### config.mk
export PLATFORM = sky130hd
export DESIGN_NAME = meta_rr_arbiter
export DESIGN_NICKNAME = d
export VERILOG_FILES = /design/src/rtl/meta_rr_arbiter.sv
export SDC_FILE = /design/constraint.sdc
export NUM_CORES = 1
export LEC_CHECK = 0
export BUFFER_PORTS_ARGS = -buffer_cell sky130_fd_sc_hd__buf_2
export CORE_MARGIN = 10
export CORE_UTILIZATION = 47
export DETAILED_ROUTE_END_ITERATION = 16
export PLACE_DENSITY = 0.87
export SYNTH_ARGS = -nofsm -noshare
export SYNTH_HDL_FRONTEND = slang
export SYNTH_SLANG_ARGS = --single-unit
export TNS_END_PERCENT = 50
### constraint.sdc
create_clock -name aclk -period 6.3 [get_ports aclk]
set_clock_uncertainty 0.15 [all_clocks]
set_input_delay 0.63 -clock aclk [delete_from_list [all_inputs] [get_ports aclk]]
set_output_delay 0.63 -clock aclk [all_outputs]
set_load 0.005 [all_outputs]
### src/rtl/meta_rr_arbiter.sv
// Round-robin arbiter sharing one meta valid/ready/data channel between N_SRC sources.
// It has an optional per-grant burst hold and a registered output stage that tags each beat with its source index.
module meta_rr_arbiter #(
  parameter int N_SRC     = 4,
  parameter int DATA_BITS = 32,
  parameter int MAX_BURST = 1,
  localparam int ID_BITS  = (N_SRC > 1) ? $clog2(N_SRC) : 1
) (
  input  logic                       aclk,
  input  logic                       areset,
  input  logic [N_SRC-1:0]           s_valid,
  output logic [N_SRC-1:0]           s_ready,
  input  logic [N_SRC*DATA_BITS-1:0] s_data,
  output logic                       m_valid,
  input  logic                       m_ready,
  output logic [DATA_BITS-1:0]       m_data,
  output logic [ID_BITS-1:0]         m_id
);

  localparam int CNT_BITS = $clog2(MAX_BURST + 1);

  logic [ID_BITS-1:0]  rr_ptr;
  logic [ID_BITS-1:0]  cur;
  logic [ID_BITS-1:0]  grant;
  logic [ID_BITS-1:0]  scan_base;
  logic [CNT_BITS-1:0] burst_cnt;
  logic [CNT_BITS-1:0] nxt_cnt;
  logic                hold;
  logic                en;
  logic                load_en;
  logic                granted;
  logic                xfer;
  logic                hold_keep;
  logic                hold_drop;
  logic                burst_done;

  function automatic logic [ID_BITS-1:0] wrap_inc(input logic [ID_BITS-1:0] v);
    if (int'(v) == N_SRC - 1) return '0;
    return v + 1'b1;
  endfunction

  // Handshake: a beat moves when valid and ready are both high at a clock edge; valid never
  // waits on ready, and a source holds valid/data stable until its beat moves.
  assign load_en   = !m_valid | m_ready;
  assign hold_keep = hold & s_valid[cur];
  assign hold_drop = hold & !s_valid[cur];
  // A holder that dropped out is skipped in the same cycle by scanning from the slot after it.
  assign scan_base = hold_drop ? wrap_inc(cur) : rr_ptr;

  always_comb begin
    int idx;
    granted = 1'b0;
    grant   = '0;
    idx     = 0;
    if (hold_keep) begin
      granted = 1'b1;
      grant   = cur;
    end else begin
      for (int k = 0; k < N_SRC; k++) begin
        idx = int'(scan_base) + k;
        if (idx >= N_SRC) idx = idx - N_SRC;
        if (!granted && s_valid[idx]) begin
          granted = 1'b1;
          grant   = ID_BITS'(idx);
        end
      end
    end
  end

  // en keeps every s_ready low until the first edge after reset release.
  assign xfer = en & load_en & granted;

  always_comb begin
    s_ready = '0;
    for (int i = 0; i < N_SRC; i++) begin
      s_ready[i] = xfer & (grant == ID_BITS'(i));
    end
  end

  assign nxt_cnt    = hold_keep ? burst_cnt + 1'b1 : CNT_BITS'(1);
  assign burst_done = int'(nxt_cnt) >= MAX_BURST;

  always_ff @(posedge aclk or posedge areset) begin
    if (areset) begin
      en        <= 1'b0;
      m_valid   <= 1'b0;
      m_data    <= '0;
      m_id      <= '0;
      rr_ptr    <= '0;
      cur       <= '0;
      burst_cnt <= '0;
      hold      <= 1'b0;
    end else begin
      en <= 1'b1;
      if (load_en) m_valid <= xfer;
      if (xfer) begin
        m_data <= s_data[int'(grant)*DATA_BITS +: DATA_BITS];
        m_id   <= grant;
        cur    <= grant;
        if (burst_done) begin
          hold      <= 1'b0;
          burst_cnt <= '0;
          rr_ptr    <= wrap_inc(grant);
        end else begin
          hold      <= 1'b1;
          burst_cnt <= nxt_cnt;
          if (hold_drop) rr_ptr <= wrap_inc(cur);
        end
      end else if (hold_drop) begin
        hold      <= 1'b0;
        burst_cnt <= '0;
        rr_ptr    <= wrap_inc(cur);
      end
    end
  end

endmodule

==> impl_metrics.ini, run 1 <==
[layout]
diodes = 0
syn2layout_area_growth_pct = 33.0
instances_no_fill = 498
finalInstanceArea_sq_um = 3640
num-nets-final = 564
drive_above_1_share = 0.500

[cts]
post-cts-setup-buffers = 0
clk_pin_slew_ns = 0.08
cts_sinks = 38
htree_levels = 2
postCtsHoldBufs = 0
ctsResizeCount = 0
clk_latency_ns = 0.29
cts.path.max_buffers = 2
clock-root-buffer = clkbuf_8
cts_tree = yes
numCtsBuffers = 5

[die]
die_h_um = 96.3
io_pins = 174
initial_utilization = 0.491
die-area_sq_um = 9270
fp.dieW_um = 96.3
rows = 27
coreArea_sq_um = 5570

[timing]
fin_crit_ns = 4.28
slew_violations = 0
slew_headroom = 0.213
max_freq_mhz = 234
grt_setup_unrepaired = no
holdWs_ns = 0.306
fin_setup_tns_ns = 0
hold_viol = 0
fin_crit_sh = 0.679
worst_slew_pin_slew_ns = 1.18
finalSetupViolations = 0

[global_route]
grt_overflow = 0
grt_pass1_wl_um = 15800
grtUsageTotal = 0.217
grt_max_degree = 46
antenna_found_initial = 0
grt_pass1_vias = 3223

[outcome]
status = finished, final reports clean

[synthesis]
synth_edf_count = 0
synth_area_per_cell_sq_um = 9.99
syn_inst = 274
ys_types = 30
ys_ff_latch = 38
synth.cell_area_sq_um = 2740
synth_top_area_frac = 0.348
async_reset_ff_frac = 1.00
yosys.area.top_type = dfrtp_1
yosysWarnings = 0
synth.top_cells.by_count = dfrtp_1 (38), a21oi_1 (25), a221o_1 (24), nand4_1 (23), o31ai_1 (23)
synthesis.nets = 413
synth_flop_cell = dfrtp_1
yosysMostFrequentCell = dfrtp_1
seq_area_frac_synth = 0.348
synthTopCellsByArea = dfrtp_1 (35%), mux2_4 (9.3%), a221o_1 (8.8%)

[pwr]
total_power_mw = 1.11
power_density_nw_per_um2 = 305
leakagePower_nw = 1.86
ir_worst_vdd_uv = 177

[critical_path]
ff2ff_setup_slack_ns = 2.70
crit_fanout = 45
rr_startpoint = rr_ptr[1]
crit_slowest_cell = or2_1
worstPathArrival_ns = 3.50
endpoint_kind = primary output
path_cells = mux2i_1, or2_1, nand3_4, ha_1, and2_1, buf_2
slowest_delay_ns = 0.88
r2r-end = m_data[28]
critPathTopFamily = simple AND/OR/NAND/NOR gates
required_ns = 5.52
criticalPathCategory = flip-flop to primary output
startpoint_type = flip-flop
r2r_cells = 5
crit_start = rr_ptr[1]
crit_buf_inv = 1

[run]
cap_violations = 0

[hold_path]
hold_path_class = input pin to asynchronous set/reset pin

[detailed_routing]
drt_pass1_iterations = 4
vias = 2925
drc = 0
vias_per_cell = 5.87
postRouteWirelength_um = 10400
drt_iter0_drc = 162
antenna_left = 0
wl_per_cell_um = 20.9

[place]
io_buffers = 173
dpl_cell_area_sq_um = 3540
placed_cells = 490
gp_congestion = 0.821
hpwl_um = 7740
==> state kept, by name, indices dropped and copies added (netlist names) <==
signal,count
m_data,32
cur,2
rr_ptr,2
en,1
m_valid,1
==> worst register-to-register path: stages (launching register included) <==
cell,delay (ns)
dfrtp_1,0.42
mux2i_1,0.27
or2_1,0.88
nand3_4,0.84
mux2_4,0.59
a221o_1,0.34
==> worst max path at each step <==
stage	end	slack (ns)	cells after the start
global route	s_ready[3]	1.74	7
global placement	s_ready[2]	2.21	7
CTS	s_ready[2]	2.07	6
finish	s_ready[2]	2.02	6
floorplan	s_ready[1]	3.60	9
detailed placement	s_ready[2]	2.11	7
==> power by group <==
part	switching (mW)	leakage, nW	internal (mW)	total [mW]
Combinational	0.275	1.36	0.267	0.542
Clock	0.0924	0.0472	0.0881	0.180
Sequential	0.0553	0.455	0.334	0.389
==> cell usage in the layout (no fill, tap or decap), types with 4 or more instances in the layout <==
cell,instances
buf_2,173
dfrtp_1,38
a221o_1,24
a21oi_1,24
nand4_1,23
o31ai_1,23
a211oi_1,18
mux2_4,17
mux2i_1,10
nor2_1,10
and4_1,9
nand2_1,8
mux2_2,6
clkbuf_8,6
and2_1,5
inv_1,4
ha_1,4
==> cell families (layout without fill, tap and decap cells) <==
family	Yosys count	in the layout	synth area share
buf+inv	36	188	0.0718
other cells	1	1	0.00137
fa+ha+maj	4	4	0.0183
mux	33	33	0.155
compound gates	94	94	0.257
simple gates	68	68	0.150
flops	38	38	0.348
==> area by class of cell <==
cell class	count	area (sq um)
inverters	4	15.0
repair buffers	176	888
well taps	72	90.1
clock buffers	6	82.6
multi-input cells	200	1600
clock inverters	2	12.5
fillers	466	1930
flip-flops and latches	38	951
==> stage by stage <==
step / util / setup WS, ns
finish: 0.653 / 2.02
global route: 0.653 / 1.74
CTS: 0.653 / 2.07
detailed placement: 0.636 / 2.11
global placement: 0.636 / 2.21
floorplan: - / 3.60
==> layer usage <==
metal / vias up / part of all wire / GRT usage
met4: 0 / 0.021 / 0.0969
li1: 1383 / - / -
met3: 18 / 0.085 / 0.0599
met5: - / 0 / 0
met2: 140 / 0.51 / 0.388
met1: 1384 / 0.39 / 0.234
No activity file was read; power rests on OpenSTA's default activity.
==> run 2: changes to the inputs <==
- ABC_AREA: not set -> 1
- CORE_UTILIZATION: 47 -> 41
- PLACE_DENSITY: 0.87 -> 0.78
- clock period: 6.3 -> 3.79 ns (I/O delays scaled with it)
==> impl_metrics.ini, run 2 <==
[cts]
cts_sinks = 38
cts_tree = yes
htree_levels = 2
clk_latency_ns = 0.28
clock-root-buffer = clkbuf_8
ctsResizeCount = 0
postCtsHoldBufs = 0
post-cts-setup-buffers = 0
numCtsBuffers = 5
cts.path.max_buffers = 2
clk_pin_slew_ns = 0.08

[critical_path]
worstPathArrival_ns = 2.92
ff2ff_setup_slack_ns = 0.69
criticalPathCategory = flip-flop to primary output
startpoint_type = flip-flop
r2r_cells = 14
required_ns = 3.26
crit_fanout = 22
crit_start = rr_ptr[0]
endpoint_kind = primary output
rr_startpoint = rr_ptr[0]

[die]
coreArea_sq_um = 7330
io_pins = 174
fp.dieW_um = 107
die-area_sq_um = 11500
die_h_um = 107
rows = 31
initial_utilization = 0.428

[layout]
post-route-util = 0.554
diodes = 0
num-nets-final = 820
top_register = m_data
reg.largest.list = m_data (32), cur (2), rr_ptr (2)
final_common_cell = nand2_1
syn2layout_area_growth_pct = 29.4
drive_above_1_share = 0.298
layout_common_cells = nand2_1 (306), buf_2 (173), inv_1 (50), nand3_1 (50), dfrtp_1 (38)
largest_register_ffs = 32

[detailed_routing]
vias_per_cell = 4.76
drt_iter0_drc = 194
antenna_left = 0
drc = 0
vias = 3720
postRouteWirelength_um = 11200
drt_pass1_iterations = 4
wl_per_cell_um = 14.3

[synthesis]
synthAdderAreaFrac = 0.0160
synthMuxAreaShare = 0
synth-compound-area-share = 0.00558
synthTopCellsByArea = nand2_1 (37%), dfrtp_1 (30%), nand3_1 (8.0%)
synth_top_family_by_area = simple AND/OR/NAND/NOR gates
synth_edf_count = 0
async_reset_ff_frac = 1.00
synthesis.nets = 662
synth_flop_cell = dfrtp_1
ys_ff_latch = 38
yosys.area_share.simple = 0.535
yosysWarnings = 0
synth_top_area_frac = 0.366
ys_types = 21
synth.top_cells.by_count = nand2_1 (306), inv_1 (50), nand3_1 (50), dfrtp_1 (38), nand4_1 (20)
syn_inst = 523
synth.cell_area_sq_um = 3140
synth_area_per_cell_sq_um = 6.00
seq_area_frac_synth = 0.303
yosysMostFrequentCell = nand2_1
synth_xor_area_frac = 0
yosys.area.top_type = nand2_1

[timing]
slew_violations = 0
max_freq_mhz = 290
holdWs_ns = 0.0475
finalSetupViolations = 0
slew_headroom = 0.593
fin_crit_sh = 0.910
hold_viol = 0
grt_setup_unrepaired = no
fin_setup_tns_ns = 0
fin_crit_ns = 3.45
worst_slew_pin_slew_ns = 0.609

[global_route]
grtUsageTotal = 0.181
grt_max_degree = 47
antenna_found_initial = 0
grt_pass1_wl_um = 17500
grt_overflow = 0
grt_pass1_vias = 3762

[run]
cap_violations = 0

[place]
io_buffers = 173
gp_congestion = 0.859
hpwl_um = 8430

[pwr]
power_density_nw_per_um2 = 972
ir_worst_vdd_uv = 417
leakagePower_nw = 2.60

[hold_path]
hold_path_class = input pin to asynchronous set/reset pin

[outcome]
status = finished, final reports clean
run 2: changes by cell type in the layout (fill, tap and decap cells not counted), sizes merged, moves of 5 or more:
| cell | delta |
|---|---|
| o31ai | -23 |
| nand2 | +302 |
| and2 | -5 |
| and4 | -9 |
| a21oi | -25 |
| nand3 | +54 |
| mux2i | -10 |
| mux2 | -23 |
| a221o | -24 |
| a211oi | -18 |
| inv | +50 |
run 2: path summary, 6_finish.rpt:
path | endpoint
hold reg to reg | m_data[21]
setup reg to reg | m_data[15]
min in group aclk | m_data[10]
hold / removal | m_data[14]
setup / recovery | s_ready[3]
max in group asynchronous | rr_ptr[0]
run 2: power breakdown:
part           switching (mW)  internal [mW]  leakage (nW)
clock network           0.151          0.194        0.0579
logic                    1.92          0.952          2.07
registers               0.119          0.607         0.470
run 2: layer usage:
layer	global-route usage	share of wire	vias up	wire, um
li1	-	-	1911	-
met1	0.200	0.38	1648	4240
met2	0.332	0.51	139	5730
met3	0.0497	0.085	22	944
met4	0.0458	0.022	0	245
met5	0	0	-	0
run 2: cell families after synthesis:
group / count (synthesis)
simple gates: 394
buf+inv: 83
flops: 38
fa+ha+maj: 4
compound gates: 3
other cells: 1
run 2: critical path: stages, from the launching register on:
cell	delay [ns]
dfrtp_1	0.59
inv_2	0.20
nand2_1	0.11
nand2_2	0.08
nand2_1	0.08
nand2_1	0.09
nor2_4	0.11
nand3_2	0.44
nand3_4	0.41
inv_2	0.08
ha_1	0.20
inv_1	0.05
nor2_1	0.03
buf_2	0.13
run 2: cell type report:
cell class	count	area (sq um)
flip-flops and latches	38	951
inverters	54	203
clock buffers	5	68.8
well taps	99	124
multi-input cells	404	1770
clock inverters	3	40.0
fillers	759	3270
repair buffers	178	903
run 2: metrics by stage:
step | cells | setup WS (ns) | instance area, sq um | power (mW)
2_1_floorplan | 523 | 1.53 | 3140 | 3.06
3_3_place_gp | 771 | 0.652 | 3930 | 3.49
3_5_place_dp | 771 | 0.544 | 3930 | 3.56
4_1_cts | 779 | 0.213 | 4040 | 3.92
5_1_grt | 781 | 0.0332 | 4060 | 4.44
6_report | 781 | 0.343 | 4060 | 3.94
==> run 3: changes to the inputs <==
- GPL_TIMING_DRIVEN: not set -> 0
==> impl_metrics.ini, run 3 (synthesis results as in run 2) <==
[die]
initial_utilization = 0.428
io_pins = 174
fp.dieW_um = 107
coreArea_sq_um = 7330
rows = 31
die_h_um = 107
die-area_sq_um = 11500

[layout]
finalInstanceArea_sq_um = 4240
largest_register_ffs = 32
top_register = m_data
final_common_cell = nand2_1
diodes = 0
layout_common_cells = nand2_1 (306), buf_2 (184), nand3_1 (50), inv_1 (49), dfrtp_1 (38)
syn2layout_area_growth_pct = 35.1
num-nets-final = 842
reg.largest.list = m_data (32), cur (2), rr_ptr (2)
instances_no_fill = 802
post-route-util = 0.578
drive_above_1_share = 0.320

[place]
dpl_cell_area_sq_um = 4130
placed_cells = 795
hpwl_um = 9200
gp_congestion = 0.964
io_buffers = 173
pre_cts_ws_ns = 1.08

[timing]
worst_slew_pin_slew_ns = 0.812
fin_setup_tns_ns = 0
hold_viol = 0
fin_crit_sh = 0.811
grt_setup_unrepaired = no
setup_slack_ns = 0.717
holdWs_ns = 0.0826
slew_headroom = 0.458
finalSetupViolations = 0
fin_crit_ns = 3.07
slew_violations = 0
max_freq_mhz = 325

[cts]
clock-root-buffer = clkbuf_8
ctsResizeCount = 0
cts.path.max_buffers = 2
numCtsBuffers = 5
cts_sinks = 38
postCtsHoldBufs = 0
clk_pin_slew_ns = 0.09
post-cts-setup-buffers = 0
htree_levels = 2
cts_tree = yes
clk_latency_ns = 0.30

[global_route]
grtUsageTotal = 0.186
antenna_found_initial = 0
grt-busiest-layer = met2
met1_usage = 0.218
grt_pass1_wl_um = 17900
grt_util_met3 = 0.0401
grt_pass1_vias = 3968
gr-usage-met2 = 0.331
grt_max_degree = 39
grt_overflow = 0

[critical_path]
crit_start = rr_ptr[0]
endpoint_kind = primary output
startpoint_type = flip-flop
slowest_delay_ns = 0.41
criticalPathCategory = flip-flop to primary output
required_ns = 3.26
path_cells = inv_2, buf_6, nand2_1, nand3_1, nand2_1, nor2_4, nand3_2, nand3_4, buf_6, buf_2, ha_1, inv_1, nor2_1, buf_2
crit_fanout = 11
worstPathArrival_ns = 2.54
crit_slowest_cell = dfrtp_1
rr_startpoint = rr_ptr[0]

[pwr]
total_power_mw = 4.32
swShare = 0.527
power.share.sequential = 0.165
p_comb_frac = 0.752
ir_worst_vdd_uv = 461
switchingPower_mw = 2.28
clkPwrFrac = 0.083
power_density_nw_per_um2 = 1020
p_int_mw = 2.04
leakagePower_nw = 2.71

[outcome]
status = finished, final reports clean

[detailed_routing]
drc = 0
antenna_left = 0
drt_iter0_drc = 193
vias = 3868
wl_per_cell_um = 14.1
drt_pass1_iterations = 4
postRouteWirelength_um = 11300
vias_per_cell = 4.82

[run]
cap_violations = 0

[hold_path]
hold_path_class = input pin to asynchronous set/reset pin
==> run 3: cell types whose count changed in the layout (fill, tap and decap cells not counted), sizes merged <==
cell / previous run / this run
clkbuf: 5 / 6
nand3: 56 / 54
clkinv: 2 / 0
buf: 178 / 202
==> run 3: final cells by class <==
cell class | instances | area (sq um)
Fill cell | 716 | 3090
Multi-Input combinational cell | 402 | 1750
Sequential cell | 38 | 951
Timing Repair Buffer | 173 | 866
Buffer | 29 | 235
Inverter | 54 | 203
Tap cell | 99 | 124
Clock buffer | 6 | 82.6
Clock inverter | 1 | 30.0
==> run 3: final timing paths <==
check,endpoint,slack [ns],depth (start not counted)
worst max register to register,rr_ptr[1],1.43,14
worst min-delay path,rr_ptr[1],0.08,2
max in group asynchronous,m_data[18],2.88,2
worst min register to register,m_data[22],0.33,2
worst max-delay path,s_ready[0],0.72,14
min in group aclk,m_data[17],0.22,5
==> run 3: per-layer routing <==
metal	routed length (um)	share of wire	vias up
met1	4560	0.40	1760
met4	244	0.022	0
met3	761	0.067	20
li1	-	-	1950
met5	0	0	-
met2	5780	0.51	138
==> run 3: power groups by stage <==
stage / clock network (mW) / registers [mW] / logic, mW
5_1_grt: 0.384 / 0.735 / 3.68
3_3_place_gp: 0 / 0.712 / 3.18
4_1_cts: 0.362 / 0.710 / 3.27
2_1_floorplan: 0 / 0.729 / 2.33
6_report: 0.358 / 0.711 / 3.25
3_5_place_dp: 0 / 0.714 / 3.26
==> run 3: worst max-delay path: cells and delay by family, from the launching register on <==
family / cells / cell delay (ns)
adder cells (fa/ha/maj): 1 / 0.20
buffers and inverters: 6 / 0.80
flip-flops: 1 / 0.41
AND/OR/NAND/NOR: 7 / 0.84
